File: config.mk
export PLATFORM = sky130hd
export DESIGN_NAME = ofmap_streamer
export DESIGN_NICKNAME = d
export VERILOG_FILES = /design/src/rtl/ofmap_streamer.sv
export SDC_FILE = /design/constraint.sdc
export NUM_CORES = 2
export LEC_CHECK = 0
export ABC_AREA = 1
export BUFFER_PORTS_ARGS = -buffer_cell sky130_fd_sc_hd__clkbuf_2
export CAP_MARGIN = 20
export CORE_AREA = 2 2 540 542
export CTS_CLUSTER_SIZE = 20
export DETAILED_ROUTE_END_ITERATION = 12
export DIE_AREA = 0 0 542 544
export GPL_TIMING_DRIVEN = 0
export PLACE_DENSITY = 0.37
export SLEW_MARGIN = 20
export SYNTH_ARGS = -nofsm -noshare
export SYNTH_HDL_FRONTEND = slang
export SYNTH_SLANG_ARGS = --single-unit
File: constraint.sdc
create_clock -name clk -period 37.2 [get_ports clk]
set_input_delay 5.58 -clock clk [delete_from_list [all_inputs] [get_ports clk]]
set_output_delay 5.58 -clock clk [all_outputs]
set_load 0.05 [all_outputs]
File: src/rtl/ofmap_streamer.sv
// Snapshots the accelerator's pooled output map on each done rising edge and streams it out
// row-major over valid/ready with row-end and frame-end markers.
module ofmap_streamer #(
  parameter int unsigned DATA_WIDTH      = 8,
  parameter int unsigned POOL_OFMAP_SIZE = 13,
  parameter int unsigned FRAME_CNT_W     = 16
) (
  input  logic                   clk,
  input  logic                   reset,
  input  logic                   done_in,
  input  logic [DATA_WIDTH-1:0]  ofmap_in [POOL_OFMAP_SIZE][POOL_OFMAP_SIZE],
  output logic [DATA_WIDTH-1:0]  m_data,
  output logic                   m_valid,
  input  logic                   m_ready,
  output logic                   m_last_row,
  output logic                   m_last_frame,
  output logic                   busy,
  output logic                   overflow,
  input  logic                   clr_overflow,
  output logic [FRAME_CNT_W-1:0] frame_cnt
);

  localparam int unsigned IdxW = (POOL_OFMAP_SIZE > 1) ? $clog2(POOL_OFMAP_SIZE) : 1;
  localparam logic [IdxW-1:0] LastIdx = IdxW'(POOL_OFMAP_SIZE - 1);

  typedef enum logic [0:0] {StIdle, StStream} state_e;

  state_e                 state_q, state_d;
  logic                   done_q;
  logic [IdxW-1:0]        row_q, row_d;
  logic [IdxW-1:0]        col_q, col_d;
  logic                   overflow_q, overflow_d;
  logic [FRAME_CNT_W-1:0] frame_cnt_q, frame_cnt_d;
  logic [DATA_WIDTH-1:0]  frame_q [POOL_OFMAP_SIZE][POOL_OFMAP_SIZE];
  logic [DATA_WIDTH-1:0]  frame_d [POOL_OFMAP_SIZE][POOL_OFMAP_SIZE];

  logic capture_evt;
  logic xfer;
  logic at_last;
  logic final_xfer;
  logic load;
  logic ovf_set;

  assign capture_evt = done_in & ~done_q;
  assign at_last     = (row_q == LastIdx) && (col_q == LastIdx);
  assign xfer        = m_valid & m_ready;
  assign final_xfer  = xfer & at_last;
  // A capture is accepted when idle, or exactly on the final beat so frames run back-to-back.
  assign load        = capture_evt & ((state_q == StIdle) | final_xfer);
  assign ovf_set     = capture_evt & (state_q == StStream) & ~final_xfer;

  always_ff @(posedge clk or negedge reset) begin
    if (!reset) begin
      state_q <= StIdle;
    end else begin
      state_q <= state_d;
    end
  end

  always_comb begin
    state_d = state_q;
    unique case (state_q)
      StIdle:   if (capture_evt) state_d = StStream;
      StStream: if (final_xfer && !capture_evt) state_d = StIdle;
      default:  state_d = StIdle;
    endcase
  end

  always_comb begin
    m_valid      = (state_q == StStream);
    busy         = (state_q == StStream);
    m_data       = m_valid ? frame_q[row_q][col_q] : '0;
    m_last_row   = m_valid && (col_q == LastIdx);
    m_last_frame = m_valid && at_last;
    overflow     = overflow_q;
    frame_cnt    = frame_cnt_q;
  end

  always_comb begin
    row_d       = row_q;
    col_d       = col_q;
    frame_cnt_d = frame_cnt_q;
    overflow_d  = overflow_q;
    frame_d     = frame_q;

    if (load) begin
      frame_d = ofmap_in;
      row_d   = '0;
      col_d   = '0;
    end else if (xfer) begin
      if (col_q == LastIdx) begin
        col_d = '0;
        row_d = at_last ? '0 : row_q + IdxW'(1);
      end else begin
        col_d = col_q + IdxW'(1);
      end
    end

    if (final_xfer) begin
      frame_cnt_d = frame_cnt_q + FRAME_CNT_W'(1);
    end

    // Set has priority over clear so a drop in the clearing cycle is not lost.
    if (ovf_set) begin
      overflow_d = 1'b1;
    end else if (clr_overflow) begin
      overflow_d = 1'b0;
    end
  end

  always_ff @(posedge clk or negedge reset) begin
    if (!reset) begin
      done_q      <= 1'b0;
      row_q       <= '0;
      col_q       <= '0;
      overflow_q  <= 1'b0;
      frame_cnt_q <= '0;
    end else begin
      done_q      <= done_in;
      row_q       <= row_d;
      col_q       <= col_d;
      overflow_q  <= overflow_d;
      frame_cnt_q <= frame_cnt_d;
    end
  end

  // Frame buffer contents are don't-care after reset, so it carries no reset.
  always_ff @(posedge clk) begin
    frame_q <= frame_d;
  end

endmodule

======== After elaboration in Yosys (flattened, before gate mapping) ========
Index checks and enable logic that the tools add are counted.
storage, ports and cells
  register bits after elaboration ......... 1,379
  input bits .............................. 1,357
  output and inout port bits .............. 29
  word-level logic and storage cells ...... 222
operators by class
  $add $sub $neg .......................... 3
  $lt $le $gt $ge ......................... 2
  eq/ne operators ......................... 2
  mux-type cells .......................... 19
  bitwise logic cells ..................... 12
  reductions and logical operators ........ 9
operators by type and width
  operator                                                  number
  binary-select mux 104 bit (select 4 bit)                  1
  2-to-1 mux 104 bit                                        2
  binary-select mux 8 bit (select 4 bit)                    1
  2-to-1 mux 4 bit                                          7
  2-to-1 mux 8 bit                                          3
  adder 16 x 1 -> 16 bit, second input constant             1
  greater-or-equal comparator 5 bit, second input constant  2
  inverter 4 -> 5 bit                                       2
  adder 4 x 1 -> 4 bit, second input constant               2
  == test 4 bit, second input constant                      2
  bitwise AND 1 bit                                         6
  nonzero test 2 bit                                        3
  logical AND 1 bit                                         4
  2-to-1 mux 1 bit                                          4
  inverter 1 bit                                            3
  one-hot mux 1 bit (2 select lines)                        1
  AND reduction 2 bit                                       1
  zero test 1 bit                                           1
  bitwise OR 1 bit                                          1

======== Logic depth before layout (Yosys ltp) ========
  depth in word-level cells ............... 8
  depth in mapped cells ................... 19
  gate-level depth less buffers ........... 15

======== Least setup slack after synthesis ========
Ideal clock, no wire load.
  path type ............................... input port to flip-flop
  start ................................... in m_ready
  end ..................................... reg row_q[2]
  library setup time ...................... 160 ps
  arrival time ............................ 33,994 ps
  required time ........................... 37,040 ps
  slack ................................... 3,045 ps
  cell stages on the path ................. 7
  buffers on the path ..................... 0
  cells stage by stage .................... nand3_2 nand2_1 nand2_1 inv_1 nor2_1 o21ai_0 a31oi_1
on the way
  cells in the longest elaborated chain, start to end .. 6
  elaborated cells between the ends (all ways) .. 8
  classes of those cells .................. mux (1); bitwise (4); reduce/logical (3)
RTL lines
  what                                  RTL line  RTL
  start: declaration                    14        input logic m_ready,
  bitwise AND 1 bit *                   46        assign xfer = m_valid & m_ready;
  bitwise AND 1 bit                     47        assign final_xfer = xfer & at_last;
  bitwise OR 1 bit                      49        assign load = capture_evt & ((state_q == StIdle) | final_xfer);
  bitwise AND 1 bit                     49
  nonzero test 2 bit (no source line)   n/a
  AND reduction 2 bit (no source line)  n/a
  end signal: assignment                120       row_q <= row_d;
  end: declaration                      30        logic [IdxW-1:0] row_q, row_d;
Every way passes the cells marked *; elsewhere a longest branch is shown, timed or not.
A chain may end at the register's enable or synchronous reset.

======== Worst setup path in the final report ========
  start ................................... reg row_q[1]
  end ..................................... out m_data[4]
on the way
  cells in the longest elaborated chain, start to end .. 8
RTL lines
  what                                                    RTL line  RTL
  inverter 4 -> 5 bit (not written as such)               72        m_data = m_valid ? frame_q[row_q][col_q] : '0;
  binary-select mux 104 bit (select 4 bit)                72
  2-to-1 mux 104 bit (not written as such) (2 in series)  72
  binary-select mux 8 bit (select 4 bit)                  72
  2-to-1 mux 8 bit (not written as such) (2 in series)    72
  2-to-1 mux 8 bit                                        72
  end: declaration                                        12        output logic [DATA_WIDTH-1:0] m_data,
No other way between the ends. The select of a mux whose other input is x is not followed.

==> run_results.csv <==
group,metric,value,unit
floorplan,die_x,542,um
detailed_routing,dr.pass1.iters,6,
clock_network,cts_resized,0,
clock_network,cts_tree,"done",
placement,hpwl,284,mm
sta,worst_slack,26.14,ns
detailed_routing,routed_wl,349,mm
outcome,outcome,"complete, no violations",
setup_path,r2r_start,"row_q[1]",
clock_network,clockRootBuffer,"clkbuf_16",
power,irDropWorstVdd,0.0365,mV
setup_path,crit_type,"reg -> out",
yosys,seq_area_frac_synth,0.725,
clock_network,cts.path.max_buffers,4,
clock_network,h-tree-depth,4,
final_layout,fin_area,74900,um2
yosys,muxShareOfSynthArea,0,
placement,portBuffers,1385,
floorplan,core_area,289000,um2
detailed_routing,drcViolationCount,0,
detailed_routing,ant_nets,0,
yosys,ys_ff_latch,1379,
clock_network,path_clk_slew,0.06,ns
setup_path,crit_top_cell,"nand2_1",
yosys,synth_top_family_by_area,"simple AND/OR/NAND/NOR gates",
floorplan,initial_core_util,0.197,
sta,finClkSkew,0.0454,ns
floorplan,io_pins,1386,
final_layout,final_cell_mix,"clkbuf_2 (1,404), edfxtp_1 (1,352), nand2_1 (1,237), nor2_1 (621), nand3_1 (512)",
detailed_routing,wire_per_inst,32.9,um
yosys,synth_fa_ha_area_frac,0.00110,
power,powerDensity,77.6,nW/um2
yosys,netlist_area,56900,um2
clock_network,cts_sinks,1379,
yosys,synth_area_per_cell,11.4,um2
worst_hold_path,min_from,"frame_cnt[15]",
yosys,yosysUniqueCellTypes,35,
placement,routabilityCongestion,0.905,
clock_network,hold_buffers,0,
setup_path,cp.depth,14,
yosys,synth_xor_area_frac,0.00277,
setup_path,cp-start-kind,"flip-flop",
setup_path,path_delay_family,"buffers and inverters",
final_layout,drive_gt1_frac,0.276,
setup_path,cp_cell_sequence,"nor2_4 > buf_2 > buf_2 > nand2_1 > a21oi_1 > nand2_1 > nand2_1 > nand2_1 > nand2_1 > nor2_1 > nor2_1 > nor2_1 > nor2_1 > clkbuf_2",
floorplan,rows,198,
clock_network,cts_buffers,177,
sta,fmax,90.4,MHz
setup_path,rrSetupSlack,29.40,ns
power,p_leak,29.8,nW
global_routing,grt_first_pass_wirelength,444,mm
final_layout,area_growth,31.7,%
setup_path,crit_fanout,10,
yosys,synth_compound_area_frac,0.0482,
sta,worstMarginPinSlew,1.26,ns
clock_network,clock_latency,0.85,ns
yosys,syn_inst,4986,
worst_hold_path,worstHoldPathCells,1,
sta,tns,0,ns
global_routing,grt_max_degree,108,
global_routing,grt_use_total,0.229,
job,cap_viol_max_count,0,
sta,finalHoldViolCount,0,
sta,relSlewSlack,0.159,
setup_path,cp-end-kind,"primary output",
worst_hold_path,hold_path.class,"reg -> reg",
global_routing,antenna_found_initial,223,
sta,hold_slack,0.476,ns
setup_path,critPathLaunch,"row_q[1]",
floorplan,die-area,295000,um2
yosys,syn_nets,6348,
sta,setup_violations,0,
detailed_routing,num_vias,46202,
setup_path,worstReg2RegEnd,"frame_q[260]",
global_routing,grt_pass1_vias,46204,
setup_path,arrival,5.48,ns
sta,rsz0062_at_grt,"no",
floorplan,die_h,544,um
yosys,synth_simple_gate_area_frac,0.174,
final_layout,layout_commonest_cell,"clkbuf_2",
yosys,yosysWarningCount,0,
placement,place_area,69100,um2
sta,post-route-period-util,0.297,
sta,finalMaxSlewViolations,0,
detailed_routing,drt-initial-drc-count,4494,
detailed_routing,viasPerCell,4.36,
final_layout,utilization,0.259,
setup_path,crit_required,31.62,ns
sta,min_period,11.06,ns
setup_path,ff2ff_path_depth,16,
placement,dp_slack,26.54,ns
setup_path,critPathBufInv,3,
global_routing,grt-ovfl-total,0,
clock_network,cts_setup_buffers,0,
final_layout,fin_nets,7931,
setup_path,cpMaxStageDelayCell,"buf_2",
worst_hold_path,hold_end,"frame_cnt[15]",
setup_path,critical_path.max_stage_delay,0.85,ns
==> cells by family after synthesis <==
group                      after synthesis
AOI/OAI and AO/OA                      509
xor gates and xnor gates                18
adders and majority gates                5
buffers and inverters                  648
DFF                                   1379
and+or+nand+nor                       2427
==> routing by layer <==
metal,GRT usage,vias to the layer above,routed length [um]
li1,-,20395,-
met1,0.287,23022,144000
met2,0.389,2085,169000
met3,0.0580,550,26600
met4,0.0618,150,8780
met5,0,-,933
==> flip-flops by register name, indices dropped and copies added (netlist names) <==
signal     cells
busy           1
col_q          4
done_q         1
frame_cnt     16
frame_q     1352
overflow       1
row_q          4
==> stage by stage <==
| step | total power, W | cells |
|---|---|---|
| floorplan | 0.00280 | 4986 |
| global placement | 0.00420 | 10171 |
| detailed placement | 0.00420 | 10190 |
| CTS | 0.00594 | 10509 |
| global route | 0.00608 | 10542 |
| finish | 0.00582 | 10600 |
==> worst reg2reg max path, stage by stage, from the launching register on <==
cell and delay [ns]:
dfrtp_1 0.54, inv_2 0.42, buf_2 0.69, buf_1 0.63
ha_1 0.27, nand3_1 0.09, nor2_2 0.23, nand3_2 0.34
nand2_1 0.23, nand2_1 0.39, inv_8 0.62, buf_16 0.46
buf_16 0.53, buf_16 0.48, buf_16 0.40, buf_16 0.55
buf_16 0.38
==> power breakdown <==
group,leakage [nW],internal (W),total (W),switching (W)
logic,14.6,0.000506,0.00238,0.00187
registers,12.5,0.00172,0.00172,0.00000819
clock network,2.72,0.000989,0.00171,0.000723
total,29.8,0.00321,0.00582,0.00260
==> worst max-delay path by stage <==
stage                     to  slack, ns
6_report           m_data[4]      26.14
5_1_grt            m_data[4]      25.72
4_1_cts            m_data[4]      25.61
3_5_place_dp   frame_q[1012]      26.54
3_3_place_gp        row_q[2]     -12.47
2_1_floorplan       row_q[2]       3.05
==> final cells by class <==
cell class | instances | area, um2
Tap cell | 3800 | 4750
Timing Repair Buffer | 1404 | 7430
Inverter | 357 | 1350
Buffer | 291 | 1450
Antenna cell | 91 | 228
Clock inverter | 99 | 930
Multi-Input combinational cell | 2959 | 12900
Fill cell | 31150 | 214000
Sequential cell | 1379 | 41300
Clock buffer | 220 | 4640
==> cells in the mapped netlist <==
master     count  area (um2)
inv_2          4        15.0
o22ai_1        4        25.0
xor2_1        10        87.6
and3_1         1        6.26
nor2_1       622        2330
a21oi_1      137         686
nand3_1      512        2560
o2111ai_1      5        43.8
clkinv_1       6        22.5
or2_4          1        8.76
a31oi_1       17         106
o21ai_0      284        1420
inv_4          1        6.26
buf_1         31         116
a211o_1        5        43.8
clkbuf_1      96         360
nor2_2         3        18.8
buf_6          8        90.1
xnor2_1        8        70.1
buf_4         26         195
ha_1           5        62.6
o21ai_1        6        30.0
nor2_4         2        22.5
nand2_1     1237        4640
o221ai_1       3        26.3
buf_2        129         646
nand4_1       41         257
edfxtp_1    1352       40600
nand3_2        1        10.0
inv_1        346        1300
buf_8          1        15.0
nor3_1         2        10.0
or2_2          5        31.3
o211ai_1      48         360
dfrtp_1       27         676
(Power assumes the default switching activity.)
